### src/rtl/tt_pkg.sv
// Shared types and limits for the truth-table sequencer.
// FSM state encoding plus parameter ceilings.
package tt_pkg;

  localparam int N_IN_MAX   = 4;
  localparam int SETTLE_MAX = 15;
  localparam int TMR_W      = $clog2(SETTLE_MAX + 1);

  typedef enum logic [1:0] {
    ST_IDLE,
    ST_SETTLE,
    ST_SAMPLE,
    ST_DONE
  } tt_state_e;

endpackage

### src/rtl/truth_table_sequencer_if.sv
// Bundle between the sequencer and its stimulus/DUT side.
// The sequencer takes the slave view.
interface truth_table_sequencer_if #(
  parameter int N_IN = 4
);

  logic                 start;
  logic [2**N_IN-1:0]   expected;
  logic                 dut_y;
  logic [N_IN-1:0]      vec;
  logic                 busy;
  logic                 done;
  logic [2**N_IN-1:0]   truth;
  logic                 pass;
  logic [N_IN:0]        err_count;
  logic [N_IN-1:0]      first_fail;

  modport master (
    output start,
    output expected,
    output dut_y,
    input  vec,
    input  busy,
    input  done,
    input  truth,
    input  pass,
    input  err_count,
    input  first_fail
  );

  modport slave (
    input  start,
    input  expected,
    input  dut_y,
    output vec,
    output busy,
    output done,
    output truth,
    output pass,
    output err_count,
    output first_fail
  );

endinterface

### src/rtl/tt_settle_timer.sv
// Loadable down-counter that flags expiry at zero.
// Holds at zero until reloaded.
import tt_pkg::*;

module tt_settle_timer #(
  parameter int W = TMR_W
) (
  input  logic         clk,
  input  logic         reset,
  input  logic         load,
  input  logic [W-1:0] load_val,
  input  logic         en,
  output logic         expire
);

  logic [W-1:0] cnt_q;
  logic [W-1:0] cnt_d;

  always_comb begin
    cnt_d = cnt_q;
    if (load) begin
      cnt_d = load_val;
    end else if (en && cnt_q != '0) begin
      cnt_d = cnt_q - 1'b1;
    end
  end

  always_ff @(posedge clk) begin
    if (reset) begin
      cnt_q <= '0;
    end else begin
      cnt_q <= cnt_d;
    end
  end

  assign expire = (cnt_q == '0);

endmodule

### src/rtl/truth_table_sequencer.sv
// Sweeps every input vector into a gate-level DUT,
// captures its truth table and scores it against a golden one.
import tt_pkg::*;

module truth_table_sequencer #(
  parameter int N_IN   = 4,
  parameter int SETTLE = 1
) (
  input logic                    clk,
  input logic                    reset,
  truth_table_sequencer_if.slave bus
);

  localparam int NV = 2**N_IN;
  localparam logic [N_IN-1:0] VEC_LAST = '1;
  localparam logic [N_IN:0] ERR_MAX = (N_IN+1)'(NV);
  localparam logic [TMR_W-1:0] LOAD_V = TMR_W'(SETTLE - 1);

  tt_state_e state_q, state_d;

  logic [NV-1:0]   exp_q, exp_d;
  logic [NV-1:0]   truth_q, truth_d;
  logic [N_IN-1:0] vec_q, vec_d;
  logic [N_IN-1:0] ff_q, ff_d;
  logic [N_IN:0]   err_q, err_d;
  logic            pass_q, pass_d;

  logic tmr_load;
  logic tmr_en;
  logic tmr_exp;
  logic mismatch;

  tt_settle_timer #(
    .W (TMR_W)
  ) u_settle (
    .clk      (clk),
    .reset    (reset),
    .load     (tmr_load),
    .load_val (LOAD_V),
    .en       (tmr_en),
    .expire   (tmr_exp)
  );

  assign mismatch = (bus.dut_y != exp_q[vec_q]);

  always_comb begin
    state_d  = state_q;
    exp_d    = exp_q;
    truth_d  = truth_q;
    vec_d    = vec_q;
    ff_d     = ff_q;
    err_d    = err_q;
    pass_d   = pass_q;
    tmr_load = 1'b0;
    tmr_en   = 1'b0;
    unique case (state_q)
      ST_IDLE: begin
        if (bus.start) begin
          exp_d    = bus.expected;
          truth_d  = '0;
          err_d    = '0;
          pass_d   = 1'b0;
          ff_d     = '0;
          vec_d    = '0;
          tmr_load = 1'b1;
          state_d  = ST_SETTLE;
        end
      end
      ST_SETTLE: begin
        tmr_en = 1'b1;
        if (tmr_exp) begin
          state_d = ST_SAMPLE;
        end
      end
      ST_SAMPLE: begin
        truth_d[vec_q] = bus.dut_y;
        if (mismatch) begin
          if (err_q == '0) begin
            ff_d = vec_q;
          end
          if (err_q != ERR_MAX) begin
            err_d = err_q + 1'b1;
          end
        end
        // Score on err_d so the last sample counts.
        if (vec_q == VEC_LAST) begin
          pass_d  = (err_d == '0);
          state_d = ST_DONE;
        end else begin
          vec_d    = vec_q + 1'b1;
          tmr_load = 1'b1;
          state_d  = ST_SETTLE;
        end
      end
      ST_DONE: begin
        state_d = ST_IDLE;
      end
      default: begin
        state_d = ST_IDLE;
      end
    endcase
  end

  always_ff @(posedge clk) begin
    if (reset) begin
      state_q <= ST_IDLE;
      exp_q   <= '0;
      truth_q <= '0;
      vec_q   <= '0;
      ff_q    <= '0;
      err_q   <= '0;
      pass_q  <= 1'b0;
    end else begin
      state_q <= state_d;
      exp_q   <= exp_d;
      truth_q <= truth_d;
      vec_q   <= vec_d;
      ff_q    <= ff_d;
      err_q   <= err_d;
      pass_q  <= pass_d;
    end
  end

  assign bus.vec        = vec_q;
  assign bus.busy       = (state_q != ST_IDLE);
  assign bus.done       = (state_q == ST_DONE);
  assign bus.truth      = truth_q;
  assign bus.pass       = pass_q;
  assign bus.err_count  = err_q;
  assign bus.first_fail = ff_q;

endmodule

### src/flat_wrapper.sv
// flat-port wrapper written by rule: the top's interface ports become plain ports
module truth_table_sequencer_flat 
#(
  parameter int N_IN   = 4,
  parameter int SETTLE = 1
)
  (clk, reset, bus_start, bus_expected, bus_dut_y, bus_vec, bus_busy, bus_done, bus_truth, bus_pass, bus_err_count, bus_first_fail);
  truth_table_sequencer_if #(.N_IN(N_IN)) bus_i ();
  input logic clk;
  input logic reset;
  input wire logic [$bits(bus_i.start)-1:0] bus_start;
  input wire logic [$bits(bus_i.expected)-1:0] bus_expected;
  input wire logic [$bits(bus_i.dut_y)-1:0] bus_dut_y;
  output wire logic [$bits(bus_i.vec)-1:0] bus_vec;
  output wire logic [$bits(bus_i.busy)-1:0] bus_busy;
  output wire logic [$bits(bus_i.done)-1:0] bus_done;
  output wire logic [$bits(bus_i.truth)-1:0] bus_truth;
  output wire logic [$bits(bus_i.pass)-1:0] bus_pass;
  output wire logic [$bits(bus_i.err_count)-1:0] bus_err_count;
  output wire logic [$bits(bus_i.first_fail)-1:0] bus_first_fail;
  assign bus_i.start = bus_start;
  assign bus_i.expected = bus_expected;
  assign bus_i.dut_y = bus_dut_y;
  assign bus_vec = bus_i.vec;
  assign bus_busy = bus_i.busy;
  assign bus_done = bus_i.done;
  assign bus_truth = bus_i.truth;
  assign bus_pass = bus_i.pass;
  assign bus_err_count = bus_i.err_count;
  assign bus_first_fail = bus_i.first_fail;
  truth_table_sequencer #(.N_IN(N_IN), .SETTLE(SETTLE)) u_core (.clk(clk), .reset(reset), .bus(bus_i));
endmodule
### config.mk
export PLATFORM = sky130hd
export DESIGN_NAME = truth_table_sequencer_flat
export DESIGN_NICKNAME = d
export VERILOG_FILES = /design/src/rtl/tt_pkg.sv /design/src/rtl/truth_table_sequencer_if.sv /design/src/rtl/tt_settle_timer.sv /design/src/rtl/truth_table_sequencer.sv /design/src/flat_wrapper.sv
export SDC_FILE = /design/constraint.sdc
export NUM_CORES = 1
export LEC_CHECK = 0
export BUFFER_PORTS_ARGS = -buffer_cell sky130_fd_sc_hd__buf_2
export CAP_MARGIN = 20
export CORE_ASPECT_RATIO = 1.1
export CORE_MARGIN = 1.5
export CORE_UTILIZATION = 45
export CTS_CLUSTER_SIZE = 40
export DETAILED_ROUTE_END_ITERATION = 10
export GPL_TIMING_DRIVEN = 0
export PLACE_DENSITY = 0.7
export SLEW_MARGIN = 20
export SYNTH_ARGS = -nofsm -noshare
export SYNTH_HDL_FRONTEND = slang
export SYNTH_SLANG_ARGS = --single-unit
### constraint.sdc
create_clock -name clk -period 2.35 [get_ports clk]
set_input_delay 0.1175 -clock clk [delete_from_list [all_inputs] [get_ports clk]]
set_output_delay 0.1175 -clock clk [all_outputs]
set_load 0.1 [all_outputs]
==> summary.md, run 1 <==
| Metric | Value |
|---|---|
| Outcome | `finished, violations left` |
| Failing checks | `setup timing` |
| WHS | `0.0381 ns` |
| Crit-path max FO | `7` |
| Internal | `1.29 mW` |
| Remaining DRCs | `0` |
| Mean routed wirelength per cell | `14.5 µm` |
| Boundary Pins | `52` |
| Register area share after synthesis | `0.409` |
| Syn Nets | `324` |
| CP Launch Type | `flip-flop` |
| Clock power frac | `0.349` |
| Peak VDD IR | `0.312 mV` |
| P per Cell Area | `571 mW/mm²` |
| WP data required | `2.59 ns` |
| Pin count of the biggest net entering global routing | `16` |
| Antenna viol nets, final | `0` |
| Clk root buf | `clkbuf_8` |
| Setup crit end kind | `flip-flop` |
| Area grow syn2layout | `19.2%` |
| Distinct cell type count after synthesis | `42` |
| Post-Layout Inst Area | `0.00303 mm²` |
| Share of cells above drive strength 1 | `0.230` |
| Clock Skews | `0.0140 ns` |
| Crit share post-route | `1.02` |
| Placed Cells incl. Taps | `422` |
| Initial core utilization | `0.469` |
| Vias | `2373` |
| FMAX | `418 MHz` |
| DP Area | `0.00289 mm²` |
| I/O Buffers | `50` |
| Gp weighted congestion | `0.899` |
| Worst-Skew Late Latency | `0.31 ns` |
| Pleak | `1.15 nW` |
| Max Cap Viol | `0` |
| Net total in the final layout | `383` |
| Synth Instances | `297` |
| Post-synth EDFFs | `0` |
| Worst hold path class | `primary input to flip-flop` |
| Sw Ratio | `0.257` |
| Warnings from Yosys | `0` |
| Total power | `1.73 mW` |
| Site Rows | `28` |
| CTS tree | `yes` |
| Net Switching | `445 µW` |
| Clock slew seen by the registers of the worst setup and hold paths | `0.09 ns` |
| Grt total ovfl | `0` |
| Final setup fails | `4` |
| Final core occ | `0.559` |
| CTS sink count | `52` |
| Slew headroom | `0.628` |
| Post-Syn Area per Cell | `8.57 µm²` |
| GRT Total Usage | `0.217` |
| Slew Viols, Final | `0` |
| Crit Path Class | `flip-flop to flip-flop` |
| Total Wirelength | `6.27 mm` |
| Sequential Power Share | `0.528` |
| Initial antenna violation count | `0` |
| Initial DRC Count | `135` |
| Crit path time final | `2.39 ns` |
| N_diodes | `0` |
| Synthesized cell area | `0.00254 mm²` |
| Combinational power share | `0.123` |
| Die H | `81.9 µm` |
| H-tree depth | `2` |
| Chip Width | `74.7 µm` |
| Unrepaired setup endpoints after global routing | `true` |
| Critical path arrival | `2.63 ns` |
| Final Non-Filler Cells | `432` |
| Number of clock buffers inserted by TritonCTS | `5` |
| First-pass GRT wire length | `10.2 mm` |
| Fin. Hold Viols | `0` |
| First drt pass iteration count | `4` |
| Vias per cell | `5.49` |
| Max Buffers Root-to-Sink | `2` |
| Worst Slack Setup Final | `-0.0411 ns` |
| Most used DFF post-synth | `dfxtp_1` |
| Area of the core | `0.00543 mm²` |
| Die footprint | `0.00612 mm²` |
| Synthesized flop and latch total | `52` |
| DP HPWL | `4.55 mm` |
| Asr flop ratio synth | `0` |
| Worst Tran Pin Value | `0.558 ns` |
| Vias in the first global route | `2206` |
-- per-layer routing --
layer | global-route usage | part of all wire | wire (µm) | up-vias
met2 | 0.355 | 0.48 | 2990 | 58
met1 | 0.282 | 0.47 | 2920 | 1121
li1 | - | - | - | 1188
met3 | 0.0442 | 0.047 | 293 | 6
met4 | 0.0782 | 0.012 | 74 | 0
met5 | 0 | 0 | 0 | -
-- Yosys cell counts, types with 3 or more instances --
master / count / area, µm²
nand4b_1: 3 / 26.3
a21oi_1: 38 / 190
nor2_1: 15 / 56.3
nor3_1: 5 / 25.0
mux2i_1: 3 / 30.0
nand4_1: 16 / 100
or4_1: 3 / 22.5
xor2_1: 3 / 26.3
mux4_2: 3 / 67.6
clkbuf_1: 18 / 67.6
dfxtp_1: 52 / 1040
nand2b_1: 7 / 43.8
o311ai_0: 5 / 43.8
nand3_1: 10 / 50.1
o211ai_1: 15 / 113
nor2b_1: 4 / 25.0
inv_1: 7 / 26.3
ha_1: 7 / 87.6
nand2_1: 51 / 191
-- logic make-up (layout without fill, tap and decap cells) --
family,after synthesis,after routing,share of synthesized area
simple gates,122,122,0.235
compound gates,70,70,0.179
flops,52,52,0.409
buf+inv,32,92,0.0546
mux,9,9,0.0634
fa+ha+maj,7,7,0.0344
xor+xnor,5,5,0.0246
-- cells in the final DEF (no fill, tap or decap), types with 2 or more instances in the layout --
master / count
buf_2: 52
nand2_1: 51
dfxtp_1: 49
a21oi_1: 37
clkbuf_1: 19
nand4_1: 16
o211ai_1: 15
nor2_1: 14
nand3_1: 10
inv_1: 7
nand2b_1: 7
ha_1: 7
mux4_2: 5
nor3_1: 5
clkbuf_8: 5
nor2b_1: 4
o311ai_0: 4
buf_4: 4
or4_1: 3
mux2i_1: 3
nand4b_1: 3
xor2_1: 3
and2_1: 2
buf_1: 2
a211oi_1: 2
o211ai_2: 2
a31oi_1: 2
dfxtp_4: 2
-- registers in the layout (all words and copies together) (netlist names) --
register and count:
u_core.bus.truth 16, u_core.exp_q 16, u_core.bus.err_count 5, u_core.bus.first_fail 4, u_core.bus.vec 4, u_core.u_settle.cnt_q 4, u_core.state_q 2, u_core.bus.pass 1
-- power by group through the flow --
| stage | logic [mW] | clock network (mW) | registers [mW] |
|---|---|---|---|
| 4_1_cts | 0.213 | 0.618 | 0.914 |
| 3_5_place_dp | 0.207 | 0 | 0.935 |
| 6_report | 0.213 | 0.604 | 0.914 |
| 5_1_grt | 0.235 | 0.647 | 0.917 |
| 3_3_place_gp | 0.205 | 0 | 0.934 |
| 2_1_floorplan | 0.137 | 0 | 0.945 |
-- critical path: stages, from the launching register on --
cell     delay, ns
dfxtp_4       0.42
mux4_2        0.52
mux4_2        0.55
xnor2_4       0.20
buf_4         0.17
or3_4         0.33
a21oi_2       0.13
-- through the flow --
step / TNS (ns) / setup slack, ns
after floorplan: -1.05 / -0.209
after detailed placement: -0.933 / -0.172
after global routing: -0.454 / -0.103
final: -0.0629 / -0.0411
after global placement: -0.564 / -0.121
after CTS: -0.127 / -0.0287
-- layout make-up --
type                            instances  area [µm²]
Buffer                                 22        86.3
Clock buffer                            7        76.3
Clock inverter                          1        30.0
Fill cell                             536        2400
Inverter                                7        26.3
Multi-Input combinational cell        213        1380
Sequential cell                        52        1050
Tap cell                               75        93.8
Timing Repair Buffer                   55         292
-- what timing repair did --
item,4_1_cts,5_1_grt
pin swaps,3,5
gates resized for setup,0,5
setup endpoints to repair,10,10
hold buffers,0,0
setup buffers,5,0
-- worst paths after layout --
path	from	endpoint	slack, ns	depth (start not counted)
max reg2reg	u_core.bus.vec[1]	u_core.bus.err_count[2]	-0.04	6
min	bus_expected[7]	u_core.exp_q[7]	0.04	3
min reg2reg	u_core.exp_q[13]	u_core.exp_q[13]	0.46	2
max	u_core.bus.vec[1]	u_core.bus.err_count[2]	-0.04	6
Power figures use the tool's default switching activity.
==> inputs of run 2 (changes only) <==
--- a/config.mk
+++ b/config.mk
@@ -7,13 +7,15 @@
 export LEC_CHECK = 0
 export BUFFER_PORTS_ARGS = -buffer_cell sky130_fd_sc_hd__buf_2
 export CAP_MARGIN = 20
+export CELL_PAD_IN_SITES_DETAIL_PLACEMENT = 0
+export CELL_PAD_IN_SITES_GLOBAL_PLACEMENT = 1
 export CORE_ASPECT_RATIO = 1.1
 export CORE_MARGIN = 1.5
-export CORE_UTILIZATION = 45
+export CORE_UTILIZATION = 36
 export CTS_CLUSTER_SIZE = 40
 export DETAILED_ROUTE_END_ITERATION = 10
 export GPL_TIMING_DRIVEN = 0
-export PLACE_DENSITY = 0.7
+export PLACE_DENSITY_LB_ADDON = 0.1
 export SLEW_MARGIN = 20
 export SYNTH_ARGS = -nofsm -noshare
 export SYNTH_HDL_FRONTEND = slang
==> summary.md, run 2 (synthesis gave the netlist of run 1 again) <==
| Metric | Value |
|---|---|
| Outcome | `finished clean` |
| Initial core utilization | `0.379 (-0.0894)` |
| Max Buffers Root-to-Sink | `2 (unchanged)` |
| H-tree depth | `2 (unchanged)` |
| Worst hold path class | `primary input to flip-flop` |
| Vias | `2369 (-0.17%)` |
| Worst Tran Pin Value | `0.598 ns (+0.0406 ns)` |
| Boundary Pins | `52 (unchanged)` |
| Met3 Use GR | `0.0345 (-0.00963)` |
| GRT Total Usage | `0.187 (-0.0298)` |
| FMAX | `430 MHz (+2.7%)` |
| First drt pass iteration count | `4 (unchanged)` |
| Fill count | `720 (+34%)` |
| CTS sink count | `52 (unchanged)` |
| Initial antenna violation count | `0 (unchanged)` |
| N_diodes | `0 (unchanged)` |
| Worst Slack Setup Final | `0.0226 ns (+0.0637 ns)` |
| Crit path time final | `2.33 ns (-0.0637 ns)` |
| CTS tree | `yes` |
| Crit Path Class | `flip-flop to flip-flop` |
| Peak VDD IR | `0.239 mV (-24%)` |
| First-pass GRT wire length | `11.4 mm (+12%)` |
| Most common cell after layout, fill and taps aside | `buf_2` |
| WHS Path Cells | `3 (unchanged)` |
| Setup crit end kind | `flip-flop` |
| Crit share post-route | `0.990 (-0.0271)` |
| Total Wirelength | `6.81 mm (+8.6%)` |
| Slew headroom | `0.601 (-0.0271)` |
| Setup slack on the worst flop-to-flop path | `0.02 ns (+0.06 ns)` |
| Share of cells above drive strength 1 | `0.215 (-0.0144)` |
| Clock Skews | `0.00771 ns (-0.00629 ns)` |
| Remaining DRCs | `0 (unchanged)` |
| Site Rows | `31 (+11%)` |
| DP Area | `0.00290 mm² (+0.30%)` |
| Area of the core | `0.00671 mm² (+24%)` |
| Mean routed wirelength per cell | `15.7 µm (+7.8%)` |
| WHS | `0.0389 ns (+0.000744 ns)` |
| Net total in the final layout | `380 (-0.78%)` |
| Placed Cells incl. Taps | `429 (+1.7%)` |
| Die footprint | `0.00758 mm² (+24%)` |
| Max Cap Viol | `0 (unchanged)` |
| Final setup fails | `0 (-4)` |
| Most frequent CP cell | `mux4_2` |
| Final Non-Filler Cells | `435 (+0.69%)` |
| Fin. Hold Viols | `0 (unchanged)` |
| Antenna viol nets, final | `0 (unchanged)` |
| Grt total ovfl | `0 (unchanged)` |
| Clk root buf | `clkbuf_8` |
| Initial DRC Count | `162 (+20%)` |
| Chip Width | `83.2 µm (+11%)` |
| R2R cell count | `5 (-1)` |
| Post-Layout Inst Area | `0.00299 mm² (-1.4%)` |
| Critical path's slowest cell | `mux4_2` |
| Critical path's largest stage delay | `0.54 ns (about the same)` |
| Worst-Skew Late Latency | `0.31 ns (about the same)` |
| # hold bufs at CTS | `0 (unchanged)` |
| Global Route met2 Usage | `0.310 (-0.0451)` |
| Final core occ | `0.446 (-0.113)` |
| PostCTS Resize Cnt | `0 (unchanged)` |
| Crit-path max FO | `8 (+1)` |
| CP Cell Sequence | `mux4_2 > mux4_2 > xnor2_4 > or4b_4 > o311ai_1` |
| Area grow syn2layout | `17.6%` |
| Vias in the first global route | `2228 (+1.0%)` |
| Most frequent cells in the layout | `52 x buf_2, 51 x nand2_1, 49 x dfxtp_1, 38 x a21oi_1, 17 x clkbuf_1` |
| Slew Viols, Final | `0 (unchanged)` |
| Die H | `91.2 µm (+11%)` |
| Critical path arrival | `2.54 ns (-0.09 ns)` |
| GRT met1 Usage | `0.254 (-0.0289)` |
| DP HPWL | `5.07 mm (+11%)` |
| Unrepaired setup endpoints after global routing | `true` |
| WP data required | `2.56 ns (-0.03 ns)` |
| Pre-CTS WS | `-0.127 ns (+0.0450 ns)` |
| Setup crit start | `u_core.bus.vec[1]` |
| Pin count of the biggest net entering global routing | `15 (-1)` |
| I/O Buffers | `50 (unchanged)` |
| Critical R2R Launch | `u_core.bus.vec[1]` |
| Reg-to-Reg End | `u_core.bus.err_count[1]` |
| CP Launch Type | `flip-flop` |
| Clock slew seen by the registers of the worst setup and hold paths | `0.09 ns (about the same)` |
| End of the critical path | `u_core.bus.err_count[1]` |
| Vias per cell | `5.45 (-0.86%)` |
| Gp weighted congestion | `0.769 (-14%)` |
| P per Cell Area | `562 mW/mm² (-1.4%)` |
| Number of clock buffers inserted by TritonCTS | `5 (unchanged)` |
| Pleak | `1.13 nW (-2.2%)` |
| Most Crowded Layer GR | `met2` |
run 2: metal layers:
metal / vias to the layer above / routed length (µm)
met1: 1126 / 3190
met2: 61 / 3220
met3: 6 / 339
li1: 1176 / -
met4: 0 / 62
met5: - / 0
run 2: worst min path at each step:
| stage | from | endpoint | slack (ns) |
|---|---|---|---|
| detailed placement | bus_expected[9] | u_core.exp_q[9] | 0.36 |
| CTS | bus_expected[9] | u_core.exp_q[9] | 0.03 |
| finish | bus_expected[3] | u_core.exp_q[3] | 0.04 |
| global route | bus_expected[9] | u_core.exp_q[9] | 0.03 |
| floorplan | reset | u_core.bus.err_count[1] | 0.25 |
| global placement | bus_expected[12] | u_core.exp_q[12] | 0.36 |
run 2: what timing repair did:
action / 4_1_cts / 5_1_grt
pin swaps: 1 / 0
buffers inserted: 1 / 0
endpoints found under the setup margin: 8 / 5
hold endpoints to repair: 0 / 0
run 2: area by class of cell:
class                      count  area [µm²]  area share
tap                           82         103      0.0343
multi-input combinational    213        1360       0.455
inverter                       7        26.3     0.00878
timing repair buffer          51         258      0.0862
clock buffer                   7        96.3      0.0322
buffer                        23        97.6      0.0326
sequential                    52        1050       0.351
run 2: worst max-delay path, delay by kind of cell, from the launching register on:
| kind | cells | cell delay, ns |
|---|---|---|
| muxes | 2 | 1.04 |
| xor gates and xnor gates | 1 | 0.20 |
| and+or+nand+nor | 1 | 0.51 |
| AOI/OAI and AO/OA | 1 | 0.08 |
| DFF | 1 | 0.41 |
run 2: power by group:
part           switching, mW  internal (mW)
Sequential            0.0135          0.901
Clock                  0.294          0.263
Combinational          0.148         0.0634
Total                  0.455           1.23
run 2: through the flow:
step | setup TNS (ns) | total power, mW
after floorplan | -1.05 | 1.08
after global placement | -0.699 | 1.15
after detailed placement | -0.677 | 1.15
after CTS | 0 | 1.70
after global routing | -0.208 | 1.77
final | 0 | 1.68
==> inputs of run 3 (changes only) <==
--- a/config.mk
+++ b/config.mk
@@ -15,7 +15,7 @@
 export CTS_CLUSTER_SIZE = 40
 export DETAILED_ROUTE_END_ITERATION = 10
 export GPL_TIMING_DRIVEN = 0
-export PLACE_DENSITY_LB_ADDON = 0.1
+export PLACE_DENSITY = 0.72
 export SLEW_MARGIN = 20
 export SYNTH_ARGS = -nofsm -noshare
 export SYNTH_HDL_FRONTEND = slang
==> summary.md, run 3 (synthesis gave the netlist of run 1 again) <==
| Metric | Value |
|---|---|
| Outcome | `finished clean` |
| Gp weighted congestion | `0.830 (+8.0%)` |
| Most frequent cells in the layout | `52 x buf_2, 51 x nand2_1, 49 x dfxtp_1, 38 x a21oi_1, 18 x clkbuf_1` |
| Boundary Pins | `52 (unchanged)` |
| Area grow syn2layout | `18.7%` |
| FMAX | `429 MHz (about the same)` |
| Max Buffers Root-to-Sink | `2 (unchanged)` |
| Remaining DRCs | `0 (unchanged)` |
| Setup crit end kind | `flip-flop` |
| Slew headroom | `0.589 (-0.0126)` |
| Crit-path max FO | `7 (-1)` |
| Peak VDD IR | `0.270 mV (+13%)` |
| Grt total ovfl | `0 (unchanged)` |
| CTS sink count | `52 (unchanged)` |
| WP data required | `2.57 ns (about the same)` |
| Placed Cells incl. Taps | `429 (unchanged)` |
| Number of clock buffers inserted by TritonCTS | `5 (unchanged)` |
| Pre-CTS WS | `-0.145 ns (-0.0175 ns)` |
| Clock Skews | `0.00506 ns (-0.00266 ns)` |
| Crit path time final | `2.33 ns (+0.00106 ns)` |
| Crit Path Class | `flip-flop to flip-flop` |
| Fin. Hold Viols | `0 (unchanged)` |
| Worst Slack Setup Final | `0.0216 ns (-0.00106 ns)` |
| Total Wirelength | `6.74 mm (-1.1%)` |
| Chip Width | `83.2 µm (unchanged)` |
| Most common cell after layout, fill and taps aside | `buf_2` |
| Antenna viol nets, final | `0 (unchanged)` |
| Worst hold path class | `primary input to flip-flop` |
| DP HPWL | `4.92 mm (-2.9%)` |
| Final Non-Filler Cells | `439 (+0.92%)` |
| Final setup fails | `0 (unchanged)` |
| Critical path arrival | `2.55 ns (about the same)` |
| Pin count of the biggest net entering global routing | `16 (+1)` |
| I/O Buffers | `50 (unchanged)` |
| Final core occ | `0.450 (+0.00448)` |
| Die footprint | `0.00758 mm² (unchanged)` |
| First-pass GRT wire length | `11.1 mm (-2.9%)` |
| Site Rows | `31 (unchanged)` |
| Unrepaired setup endpoints after global routing | `true` |
| Vias in the first global route | `2255 (+1.2%)` |
| Die H | `91.2 µm (unchanged)` |
| P per Cell Area | `555 mW/mm² (-1.3%)` |
| Worst Tran Pin Value | `0.617 ns (+0.0188 ns)` |
| CTS tree | `yes` |
| GRT Total Usage | `0.180 (-0.00748)` |
| Vias per cell | `5.42 (-0.53%)` |
| Pleak | `1.14 nW (+1.0%)` |
| Clk root buf | `clkbuf_8` |
| WHS | `0.0334 ns (-0.00551 ns)` |
| Vias | `2378 (+0.38%)` |
| # hold bufs at CTS | `0 (unchanged)` |
| CP Launch Type | `flip-flop` |
| Total power | `1.68 mW (-0.33%)` |
| Worst-Skew Late Latency | `0.31 ns (about the same)` |
| Crit share post-route | `0.991 (about the same)` |
| Slew Viols, Final | `0 (unchanged)` |
| Initial core utilization | `0.379 (unchanged)` |
| Mean routed wirelength per cell | `15.3 µm (-2.0%)` |
| Initial antenna violation count | `0 (unchanged)` |
| First drt pass iteration count | `4 (unchanged)` |
| Net total in the final layout | `383 (+0.79%)` |
| Clock slew seen by the registers of the worst setup and hold paths | `0.10 ns (about the same)` |
| Share of cells above drive strength 1 | `0.227 (+0.0116)` |
| Max Cap Viol | `0 (unchanged)` |
| N_diodes | `0 (unchanged)` |
| H-tree depth | `2 (unchanged)` |
| Area of the core | `0.00671 mm² (unchanged)` |
| Initial DRC Count | `249 (+54%)` |
## run 3: layer usage
metal | vias to the layer above | GRT usage | wire length [µm]
met3 | 9 | 0.0300 | 295
met2 | 54 | 0.312 | 3300
met1 | 1121 | 0.229 | 3050
li1 | 1194 | - | -
met4 | 0 | 0.0514 | 85
met5 | - | 0 | 0
## run 3: final cells by class
class                           count  area [µm²]
Inverter                            7        26.3
Clock buffer                        7        86.3
Clock inverter                      1        7.51
Tap cell                           82         103
Multi-Input combinational cell    213        1370
Buffer                             23        97.6
Timing Repair Buffer               54         280
Sequential cell                    52        1050
Fill cell                         708        3690
## run 3: repair_timing
| item | CTS | global route |
|---|---|---|
| setup buffers | 4 | 0 |
| setup endpoints to repair | 10 | 7 |
| resized for setup | 0 | 2 |
| pin swaps | 1 | 0 |
## run 3: worst paths after layout
kind	from	endpoint	slack [ns]	depth (start not counted)
min reg2reg	u_core.exp_q[6]	u_core.exp_q[6]	0.46	2
max	u_core.bus.vec[1]	u_core.bus.err_count[1]	0.02	5
min	bus_expected[6]	u_core.exp_q[6]	0.03	3
max reg2reg	u_core.bus.vec[1]	u_core.bus.err_count[1]	0.02	5
## run 3: worst max-delay path, cell delays in order (launching register included)
cell	delay [ns]
dfxtp_4	0.41
mux4_2	0.51
mux4_2	0.54
xnor2_4	0.19
or4b_4	0.52
o311ai_2	0.08
## run 3: stage by stage
stage / area (µm²) / TNS (ns)
CTS: 3010 / 0
global route: 3020 / -0.228
detailed placement: 2900 / -0.762
floorplan: 2550 / -1.05
finish: 3020 / 0
global placement: 2900 / -0.755
## run 3: power by group
| group | total (mW) | internal [mW] | switching (mW) | leakage (nW) |
|---|---|---|---|---|
| combinational | 0.215 | 0.0663 | 0.149 | 0.669 |
| sequential | 0.915 | 0.901 | 0.0139 | 0.424 |
| clock | 0.547 | 0.240 | 0.307 | 0.0445 |
| total | 1.68 | 1.21 | 0.470 | 1.14 |
